<file path="src/rtl/pic_cfg_pkg.sv">
// Shared types and constants for the cascaded 8259 PIC configuration controller.
package pic_cfg_pkg;

  typedef enum logic [1:0] {
    TOP_IDLE,
    TOP_RUN,
    TOP_DONE
  } top_state_t;

  typedef enum logic [2:0] {
    WC_IDLE,
    WC_SETUP,
    WC_STROBE,
    WC_HOLD,
    WC_RECOVER
  } wc_state_t;

  typedef enum logic [2:0] {
    W_ICW1,
    W_ICW2,
    W_ICW3,
    W_ICW4,
    W_OCW1,
    W_OCW3
  } word_t;

  localparam logic [7:0] ICW1_BASE   = 8'h11;
  localparam logic [7:0] ICW4_MASTER = 8'h00;
  localparam logic [7:0] ICW4_SLAVE  = 8'h02;
  localparam logic [7:0] OCW3_RD_ISR = 8'h0B;

  // ICW1 and OCW3 go to the even register address; every other word to the odd one.
  function automatic logic word_a0(input word_t w);
    return !(w == W_ICW1 || w == W_OCW3);
  endfunction

endpackage

</file>
<file path="src/rtl/pic_bus_write_cycle.sv">
// Timing of one register write: SETUP, WR_LOW strobe cycles, HOLD, RECOVER.
module pic_bus_write_cycle
  import pic_cfg_pkg::*;
#(
  parameter int N_CHIPS = 7,
  parameter int WR_LOW  = 2,
  parameter int CHIP_W  = $clog2(N_CHIPS)
) (
  input  logic               clk,
  input  logic               rst_n,
  input  logic               go,
  input  logic [CHIP_W-1:0]  chip,
  input  logic               a0_in,
  input  logic [7:0]         data_in,
  output logic [N_CHIPS-1:0] chip_select,
  output logic               write_flag,
  output logic               a0,
  output logic [7:0]         data_out,
  output logic               data_oe,
  output logic               idle,
  output logic               done
);

  localparam int CNT_W = (WR_LOW > 1) ? $clog2(WR_LOW) : 1;

  wc_state_t        state;
  logic [CNT_W-1:0] low_cnt;

  assign idle = (state == WC_IDLE);
  assign done = (state == WC_RECOVER);

  // NOTE: all state here uses non-blocking assignments so every flop samples pre-edge values.
  always_ff @(posedge clk) begin
    if (!rst_n) begin
      state       <= WC_IDLE;
      low_cnt     <= '0;
      chip_select <= '1;
      write_flag  <= 1'b1;
      a0          <= 1'b1;
      data_out    <= '0;
      data_oe     <= 1'b0;
    end else begin
      case (state)
        WC_IDLE, WC_RECOVER: begin
          if (go) begin
            state       <= WC_SETUP;
            chip_select <= ~(N_CHIPS'(1) << chip);
            a0          <= a0_in;
            data_out    <= data_in;
            data_oe     <= 1'b1;
          end else begin
            state <= WC_IDLE;
          end
        end
        WC_SETUP: begin
          state      <= WC_STROBE;
          write_flag <= 1'b0;
          low_cnt    <= CNT_W'(WR_LOW - 1);
        end
        WC_STROBE: begin
          if (low_cnt == '0) begin
            state      <= WC_HOLD;
            write_flag <= 1'b1;
          end else begin
            low_cnt <= low_cnt - CNT_W'(1);
          end
        end
        WC_HOLD: begin
          state       <= WC_RECOVER;
          chip_select <= '1;
          data_oe     <= 1'b0;
        end
        default: state <= WC_IDLE;
      endcase
    end
  end

endmodule

</file>
<file path="src/rtl/pic_cascade_config_ctrl.sv">
// Sequences ICW1..ICW4, OCW1 and optional OCW3 into a master 8259 and its present slaves.
module pic_cascade_config_ctrl
  import pic_cfg_pkg::*;
#(
  parameter int N_SLAVES = 6,
  parameter int WR_LOW   = 2
) (
  input  logic                clk,
  input  logic                rst_n,
  input  logic                start,
  input  logic [N_SLAVES-1:0] slave_present,
  input  logic [4:0]          vector_base,
  input  logic [N_SLAVES:0]   ltim_mask,
  input  logic [7:0]          imr_init,
  input  logic                ocw3_en,
  output logic [N_SLAVES:0]   chip_select,
  output logic                write_flag,
  output logic                A0,
  output logic [7:0]          data_out,
  output logic                data_oe,
  output logic [N_SLAVES:0]   sp,
  output logic                busy,
  output logic                done
);

  localparam int N_CHIPS = N_SLAVES + 1;
  localparam int CHIP_W  = $clog2(N_CHIPS);

  top_state_t          state;
  logic [CHIP_W-1:0]   chip;
  logic [CHIP_W-1:0]   next_chip;
  word_t               word;
  word_t               last_word;
  logic                next_found;
  logic                all_issued;
  logic                go;
  logic                wc_idle;
  logic                wc_done;
  logic                wr_a0;
  logic [7:0]          wr_data;
  logic [4:0]          chip_vec;

  logic [N_SLAVES-1:0] snap_present;
  logic [4:0]          snap_vb;
  logic [N_SLAVES:0]   snap_ltim;
  logic [7:0]          snap_imr;
  logic                snap_ocw3;

  assign sp        = {{N_SLAVES{1'b0}}, 1'b1};
  assign last_word = snap_ocw3 ? W_OCW3 : W_OCW1;
  assign go        = (state == TOP_RUN) && (wc_idle || wc_done) && !all_issued;
  assign chip_vec  = snap_vb + 5'(chip);

  // Lowest present slave above the current chip; scanning downward lets the lowest win.
  always_comb begin
    next_chip  = '0;
    next_found = 1'b0;
    for (int k = N_SLAVES; k >= 1; k--) begin
      if (snap_present[k-1] && (k > int'(chip))) begin
        next_chip  = CHIP_W'(k);
        next_found = 1'b1;
      end
    end
  end

  // NOTE: every output of a combinational block gets a default first, so no latch is inferred.
  always_comb begin
    wr_a0   = word_a0(word);
    wr_data = '0;
    case (word)
      W_ICW1: wr_data = ICW1_BASE | {4'b0000, snap_ltim[chip], 3'b000};
      W_ICW2: wr_data = {chip_vec, 3'b000};
      W_ICW3: wr_data = (chip == '0) ? 8'(snap_present) : (8'(chip) - 8'd1);
      W_ICW4: wr_data = (chip == '0) ? ICW4_MASTER : ICW4_SLAVE;
      W_OCW1: wr_data = snap_imr;
      W_OCW3: wr_data = OCW3_RD_ISR;
      default: wr_data = '0;
    endcase
  end

  always_ff @(posedge clk) begin
    if (!rst_n) begin
      state        <= TOP_IDLE;
      chip         <= '0;
      word         <= W_ICW1;
      all_issued   <= 1'b0;
      busy         <= 1'b0;
      done         <= 1'b0;
      snap_present <= '0;
      snap_vb      <= '0;
      snap_ltim    <= '0;
      snap_imr     <= '0;
      snap_ocw3    <= 1'b0;
    end else begin
      done <= 1'b0;
      case (state)
        TOP_IDLE: begin
          if (start) begin
            snap_present <= slave_present;
            snap_vb      <= vector_base;
            snap_ltim    <= ltim_mask;
            snap_imr     <= imr_init;
            snap_ocw3    <= ocw3_en;
            chip         <= '0;
            word         <= W_ICW1;
            all_issued   <= 1'b0;
            busy         <= 1'b1;
            state        <= TOP_RUN;
          end
        end
        TOP_RUN: begin
          // Counters always name the next word to hand to the write-cycle engine.
          if (go) begin
            if (word == last_word) begin
              if (next_found) begin
                chip <= next_chip;
                word <= W_ICW1;
              end else begin
                all_issued <= 1'b1;
              end
            end else begin
              word <= word_t'(word + 3'd1);
            end
          end else if ((wc_idle || wc_done) && all_issued) begin
            state <= TOP_DONE;
            done  <= 1'b1;
          end
        end
        TOP_DONE: begin
          state <= TOP_IDLE;
          busy  <= 1'b0;
        end
        default: state <= TOP_IDLE;
      endcase
    end
  end

  pic_bus_write_cycle #(
    .N_CHIPS (N_CHIPS),
    .WR_LOW  (WR_LOW),
    .CHIP_W  (CHIP_W)
  ) u_write_cycle (
    .clk         (clk),
    .rst_n       (rst_n),
    .go          (go),
    .chip        (chip),
    .a0_in       (wr_a0),
    .data_in     (wr_data),
    .chip_select (chip_select),
    .write_flag  (write_flag),
    .a0          (A0),
    .data_out    (data_out),
    .data_oe     (data_oe),
    .idle        (wc_idle),
    .done        (wc_done)
  );

endmodule

</file>
<file path="config.mk">
export PLATFORM = sky130hd
export DESIGN_NAME = pic_cascade_config_ctrl
export DESIGN_NICKNAME = d
export VERILOG_FILES = /design/src/rtl/pic_cfg_pkg.sv /design/src/rtl/pic_bus_write_cycle.sv /design/src/rtl/pic_cascade_config_ctrl.sv
export SDC_FILE = /design/constraint.sdc
export NUM_CORES = 1
export LEC_CHECK = 0
export BUFFER_PORTS_ARGS = -buffer_cell sky130_fd_sc_hd__buf_4
export CAP_MARGIN = 5
export CORE_ASPECT_RATIO = 1.1
export CORE_MARGIN = 4
export CORE_UTILIZATION = 50
export CTS_CLUSTER_DIAMETER = 200
export DETAILED_ROUTE_END_ITERATION = 7
export GPL_TIMING_DRIVEN = 0
export PLACE_DENSITY = 0.77
export SETUP_SLACK_MARGIN = 0.5
export SLEW_MARGIN = 20
export SYNTH_ARGS = -nofsm -noshare
export SYNTH_HDL_FRONTEND = slang
export SYNTH_SLANG_ARGS = --single-unit
</file>
<file path="constraint.sdc">
create_clock -name clk -period 3.5 [get_ports clk]
set_clock_uncertainty 0.15 [all_clocks]
set_input_delay 0.175 -clock clk [delete_from_list [all_inputs] [get_ports clk]]
set_output_delay 0.175 -clock clk [all_outputs]
set_load 0.05 [all_outputs]
</file>
After elaboration in Yosys (flattened, before gate mapping) --
Index checks and enable logic that the tools add are counted.
Operators by class: muxes and demuxes 50, eq/ne operators 22, reduce and logical (&&, ||, !) cells 32, shift operators 1, add/subtract/negate cells 4, $lt $le $gt $ge 7, bitwise gates (word level) 3
Operators by type and width (number):
- $pmux 8 s6 | 1
- $mux 3 | 14
- $mux 1 | 18
- $ne 2x2->1 const B | 7
- $pmux 7 s2 | 1
- $eq 3x2->1 const B | 4
- $pmux 3 s2 | 2
- $pmux 3 s4 | 1
- $pmux 1 s2 | 5
- $reduce_and 2->1 | 5
- $reduce_and 5->1 | 2
- $eq 3x3->1 const B | 3
- $gt 3x3->1 const A | 3
- $logic_and 1x1->1 | 9
- $logic_not 3->1 | 3
- $mux 2 | 4
- $mux 8 | 1
- $reduce_bool 2->1 | 4
- $mux 7 | 1
- $not 7->7 | 1
- $shl 1x3->7 const A | 1
- $eq 3x1->1 const B | 2
- $gt 2x3->1 const A | 2
- $add 5x3->5 | 1
- other kinds (20) | 24
Storage, ports and cells: output and inout port bits 27, bits of input ports 30, flip-flop bits (word level) 60

Depth between registers and ports, before layout --
depth after elaboration 12, mapped depth 9, depth with buffers taken out 7

Modules after synthesis --
A second synthesis with hierarchy kept.
Unflattened totals: cells, all modules 320, area, all modules 2890.3 µm²
By module, submodules not included:
- pic_cascade_config_ctrl | area each 2031.9 µm², seq. area each 760.7 µm², instances 1, cells each 226
- pic_bus_write_cycle | area each 858.3 µm², seq. area each 440.4 µm², instances 1, cells each 94

Worst setup path after synthesis --
No wires, ideal clock.
path type reg2reg, start register chip[0], end register chip[0], cell stages (with the launch flop) 9, setup slack 1.353 ns, clock period less this slack 2.147 ns, required time 3.233 ns, setup time 0.117 ns, arrival 1.879 ns, path through dfxtp_1 clkbuf_1 inv_1 ha_1 a21boi_0 o21ai_0 nand4_1 o21bai_1 a32o_1
On the way: word-level cells in the longest chain between the ends 11, elaborated cells on any way between the ends 29, those cells by class 6 x order compare; 1 x eq/ne; 15 x mux; 7 x reduce/logical
Ends and longest elaborated chain:
- from (decl) | line pic_cascade_config_ctrl.sv:30 | logic [CHIP_W-1:0] chip;
- from (signal assigned) | line pic_cascade_config_ctrl.sv:116 | chip <= next_chip;
- $gt 3x3->1 | line pic_cascade_config_ctrl.sv:59 | if (snap_present[k-1] && (k > int'(chip))) begin
- $logic_and 1x1->1 | line pic_cascade_config_ctrl.sv:59
- $mux 3 (5 in series) | line pic_cascade_config_ctrl.sv:59
- $mux 3 | line pic_cascade_config_ctrl.sv:115 | if (next_found) begin
- $mux 3 | line pic_cascade_config_ctrl.sv:114 | if (word == last_word) begin
- $mux 3 | line pic_cascade_config_ctrl.sv:113 | if (go) begin
- $pmux 3 s2 | line pic_cascade_config_ctrl.sv:96 | case (state)
Several ways; a longest one is shown, not always the timed one. The select of a mux whose other input is x is not followed. A chain may end at the register's enable or synchronous reset.

Worst setup path in the final report --
start register chip[0], end register u_write_cycle.data_out[2]
On the way: word-level cells in the longest chain between the ends 3, elaborated cells on any way between the ends 4, those cells by class 1 x add/sub; 2 x mux; 1 x reduce/logical
Ends and longest elaborated chain:
- $sub 3x1->4 or $logic_not 3->1 (tied branches) | line pic_cascade_config_ctrl.sv:73 | W_ICW3: wr_data = (chip == '0) ? 8'(snap_present) : (8'(chip) - 8'd1);
- $mux 8 (*) | line pic_cascade_config_ctrl.sv:73
- $pmux 8 s6 (*) | line pic_cascade_config_ctrl.sv:70 | case (word)
- to (signal assigned) | line pic_bus_write_cycle.sv:49 | data_out <= data_in;
- to (decl) | line pic_bus_write_cycle.sv:18 | output logic [7:0] data_out,
Mark *: on every way between the ends. The rest lies on a longest branch, timed or not.

==> metrics.txt <==
buffers added on ports 48; GPL Wtd Cong about 0.90; RSZ-0062 raised after global routing false; #FFs+latches synth 60; Pre-antenna DRT Iters 4; num rows 28; pin count of the biggest net entering global routing 11; CP Capture Type flop; CTS Buf Count 9; # H-tree levels 3; Req. time, crit path 3620 ps; Total Routed Length about 7.5 mm; clock buffer depth 2; Die Y 86.70 um; switching part of the total power between 30% and 40%; CTS tree done; CTS sink count 60; leakage 1.601 nW; Filler Cell Count ~450; Setup Fix Bufs, Post-CTS 0; Most used DFF post-synth dfxtp_1; Slew headroom a little over two fifths; Worst Hold Class input pin to flop; core area between 0.005 and 0.006 mm^2; Syn Inst Count 310; via count 2,631; Post-Place Cells approximately 440; vias in the first global route 2,648; 1st-iter DRT viols 227; gr usage total a little under a quarter; Synth Cell Area between 0.002 and 0.003 mm^2; fin nets 447; Routed met1 length 3.034 mm; hpwl dp between 5 and 6 mm; final slew viol count 0; crit-path max FO 10; net switching power figure 567.1 uW; Netlist cell types 55; setup TNS after final layout 0 ps; share of layout cells above drive strength 1 20.39%; total grt overflow 0; Mean Syn Cell Area approximately 9.1 um^2; peak supply drop between 0.2 and 0.3 mV; Max Cap Viol 0; Via density approximately 5.5; chip width 79.55 um; sequential share of power a little over two fifths; outcome completed; Internal 1.232 mW; Synth area leaders dfxtp_1 (43%), a22o_1 (8.7%), ha_1 (6.2%); first-pass GRT wire length 12.50 mm; routed wl met3 between 400 and 500 um; startpoint type of the worst setup path flop; root buffer cell clkbuf_8; Clk pwr share between 30% and 40%; I/O Pins 57; Area Growth Syn to Fin 33.20%; number of synthesized flops with an enable pin 0; top cell type's share of synthesized area 42.67%; Yosys warning total 0; fin crit share 77.60%; initial antenna violation count 0; Logic pwr share about a quarter; Initial Util 51.84%; Slew @ Worst Pin 839.0 ps; sequential share of the synthesized area 42.67%; Remaining DRCs 0; met2 routed WL 3.748 mm; DIE AREA 0.006897 mm^2; Arr. time, crit path 2830 ps; final hold viol count 0; setup violators final 0; Worst-Skew Late Latency 340 ps; antenna cells 0; Yosys top cell by area dfxtp_1; ys async rst share 0%; antenna-violating nets left 0; pwr dens 479.9 mW/mm^2; WL/cell about 15 um; WS Path Type flop to flop; clk slew on worst S/H paths 60 ps; minimum clock period 2716 ps; fin cells ~480; FMAX 368.2 MHz; top layer in use met4
## routing by layer
metal	vias up	track usage, %
met1	1213	27.34
met5	-	0
met3	21	7.692
met2	94	39.41
met4	0	11.56
li1	1303	-
## cell usage after synthesis, types with 3 or more instances
| cell | count |
|---|---|
| buf_2 | 3 |
| nand2_1 | 23 |
| clkbuf_1 | 11 |
| a31oi_1 | 3 |
| o21ai_1 | 8 |
| buf_4 | 7 |
| a22o_1 | 28 |
| dfxtp_1 | 60 |
| o21a_1 | 5 |
| nand2b_1 | 6 |
| nor3_1 | 13 |
| o21ai_0 | 19 |
| inv_1 | 10 |
| nor2_1 | 17 |
| a211oi_1 | 5 |
| ha_1 | 14 |
| and3_1 | 6 |
| nand3_1 | 6 |
| a21oi_1 | 18 |
## final timing paths
path                                                from                                     end  slack [ps]  cells after the start
setup / recovery                    chip[0]$_SDFFE_PN0P_  u_write_cycle.data_out[2]$_SDFFE_PN0P_         780                      9
setup reg to reg                    chip[0]$_SDFFE_PN0P_  u_write_cycle.data_out[2]$_SDFFE_PN0P_         780                      9
hold reg to reg   u_write_cycle.data_out[0]$_SDFFE_PN0P_  u_write_cycle.data_out[0]$_SDFFE_PN0P_         310                      2
hold / removal                                     start                       busy$_SDFFE_PN0P_         130                      3
## critical path: stages (launching register included)
cell	delay, ps
dfxtp_1	440
clkbuf_1	420
inv_1	160
ha_1	310
nand2b_1	110
clkbuf_1	340
nor2_1	80
a211oi_1	400
o21ai_1	100
a21oi_1	130
## stage by stage
stage | hold WS (ps) | setup WS (ps) | utilization, % | total power [mW] | instance area, um^2
3_5_place_dp | 243.6 | 855.1 | 60.55 | 1.212 | 3288
6_report | 132.3 | 783.9 | 69.06 | 1.799 | 3750
2_1_floorplan | 157.9 | 1353 | - | 1.091 | 2834
3_3_place_gp | 240.9 | 859.9 | 60.55 | 1.202 | 3288
4_1_cts | 110.5 | 829.1 | 69.06 | 1.801 | 3750
5_1_grt | 138.5 | 560.6 | 69.06 | 1.888 | 3750
## kinds of logic (layout without fill, tap and decap cells)
group,Yosys count,count (layout),synth area share (%)
and+or+nand+nor,86,86,15.42
AOI/OAI and AO/OA,105,105,25.96
other,2,7,0.2668
DFF,60,60,42.67
muxes,3,3,1.511
adders and majority gates,15,15,6.933
buffers and inverters,35,127,6.000
xor gates and xnor gates,4,4,1.245
## cells in the final DEF, fill, tap and decap left out, types with 2 or more instances in the layout
master	netlist	layout
clkbuf_1	11	14
a21o_1	2	2
dfxtp_1	60	60
a22oi_1	2	2
a211oi_1	5	5
buf_4	7	55
a21oi_1	18	18
conb_1	2	7
o21ai_1	8	8
o211ai_1	2	2
nand4_1	2	2
a32o_1	2	2
nand3_1	6	6
ha_1	14	14
mux2i_1	2	2
clkbuf_8	0	12
o21ai_0	19	19
xnor2_1	2	2
nor3_1	13	13
nor2_1	17	17
buf_2	3	3
dlygate4sd3_1	0	28
nand2b_1	6	6
xor2_1	2	2
nand2_1	23	23
a31oi_1	3	3
inv_1	10	10
nor2b_1	2	2
o21bai_1	2	2
o21a_1	5	5
a22o_1	28	28
a31o_2	2	2
and3_1	6	6
## sequential cells by signal, indices dropped and copies added, names as in the netlist
signal and cells:
busy 1, u_write_cycle.chip_select 7, u_write_cycle.low_cnt 1, u_write_cycle.state 3
snap_present 6, snap_imr 8, snap_vb 5, all_issued 1
chip 3, snap_ltim 7, u_write_cycle.data_oe 1, u_write_cycle.a0 1
state 2, u_write_cycle.data_out 8, snap_ocw3 1, word 3
u_write_cycle.write_flag 1, done 1
## layout make-up
type / instances / area, um^2 / share of cell area, %
multi-input cells: 220 / 1464 / 39.04
flip-flops and latches: 60 / 1201 / 32.03
clock buffers: 15 / 176.4 / 4.705
plain buffers: 23 / 123.9 / 3.303
clock inverters: 1 / 5.005 / 0.1335
well taps: 75 / 93.84 / 2.503
inverters: 12 / 45.04 / 1.201
repair buffers: 76 / 640.6 / 17.08
## power by group through the flow
stage | Combinational, mW | Clock [mW] | Sequential (mW)
global route | 0.479 | 0.611 | 0.798
detailed placement | 0.409 | 0 | 0.804
CTS | 0.435 | 0.578 | 0.789
global placement | 0.401 | 0 | 0.801
floorplan | 0.244 | 0 | 0.847
finish | 0.439 | 0.570 | 0.790
## what timing repair did
item                                   in CTS  in global routing
hold buffers                               28                  0
resized for setup                           0                  0
endpoints found under the hold margin      28                  0
No activity file was read; power rests on OpenSTA's default activity.
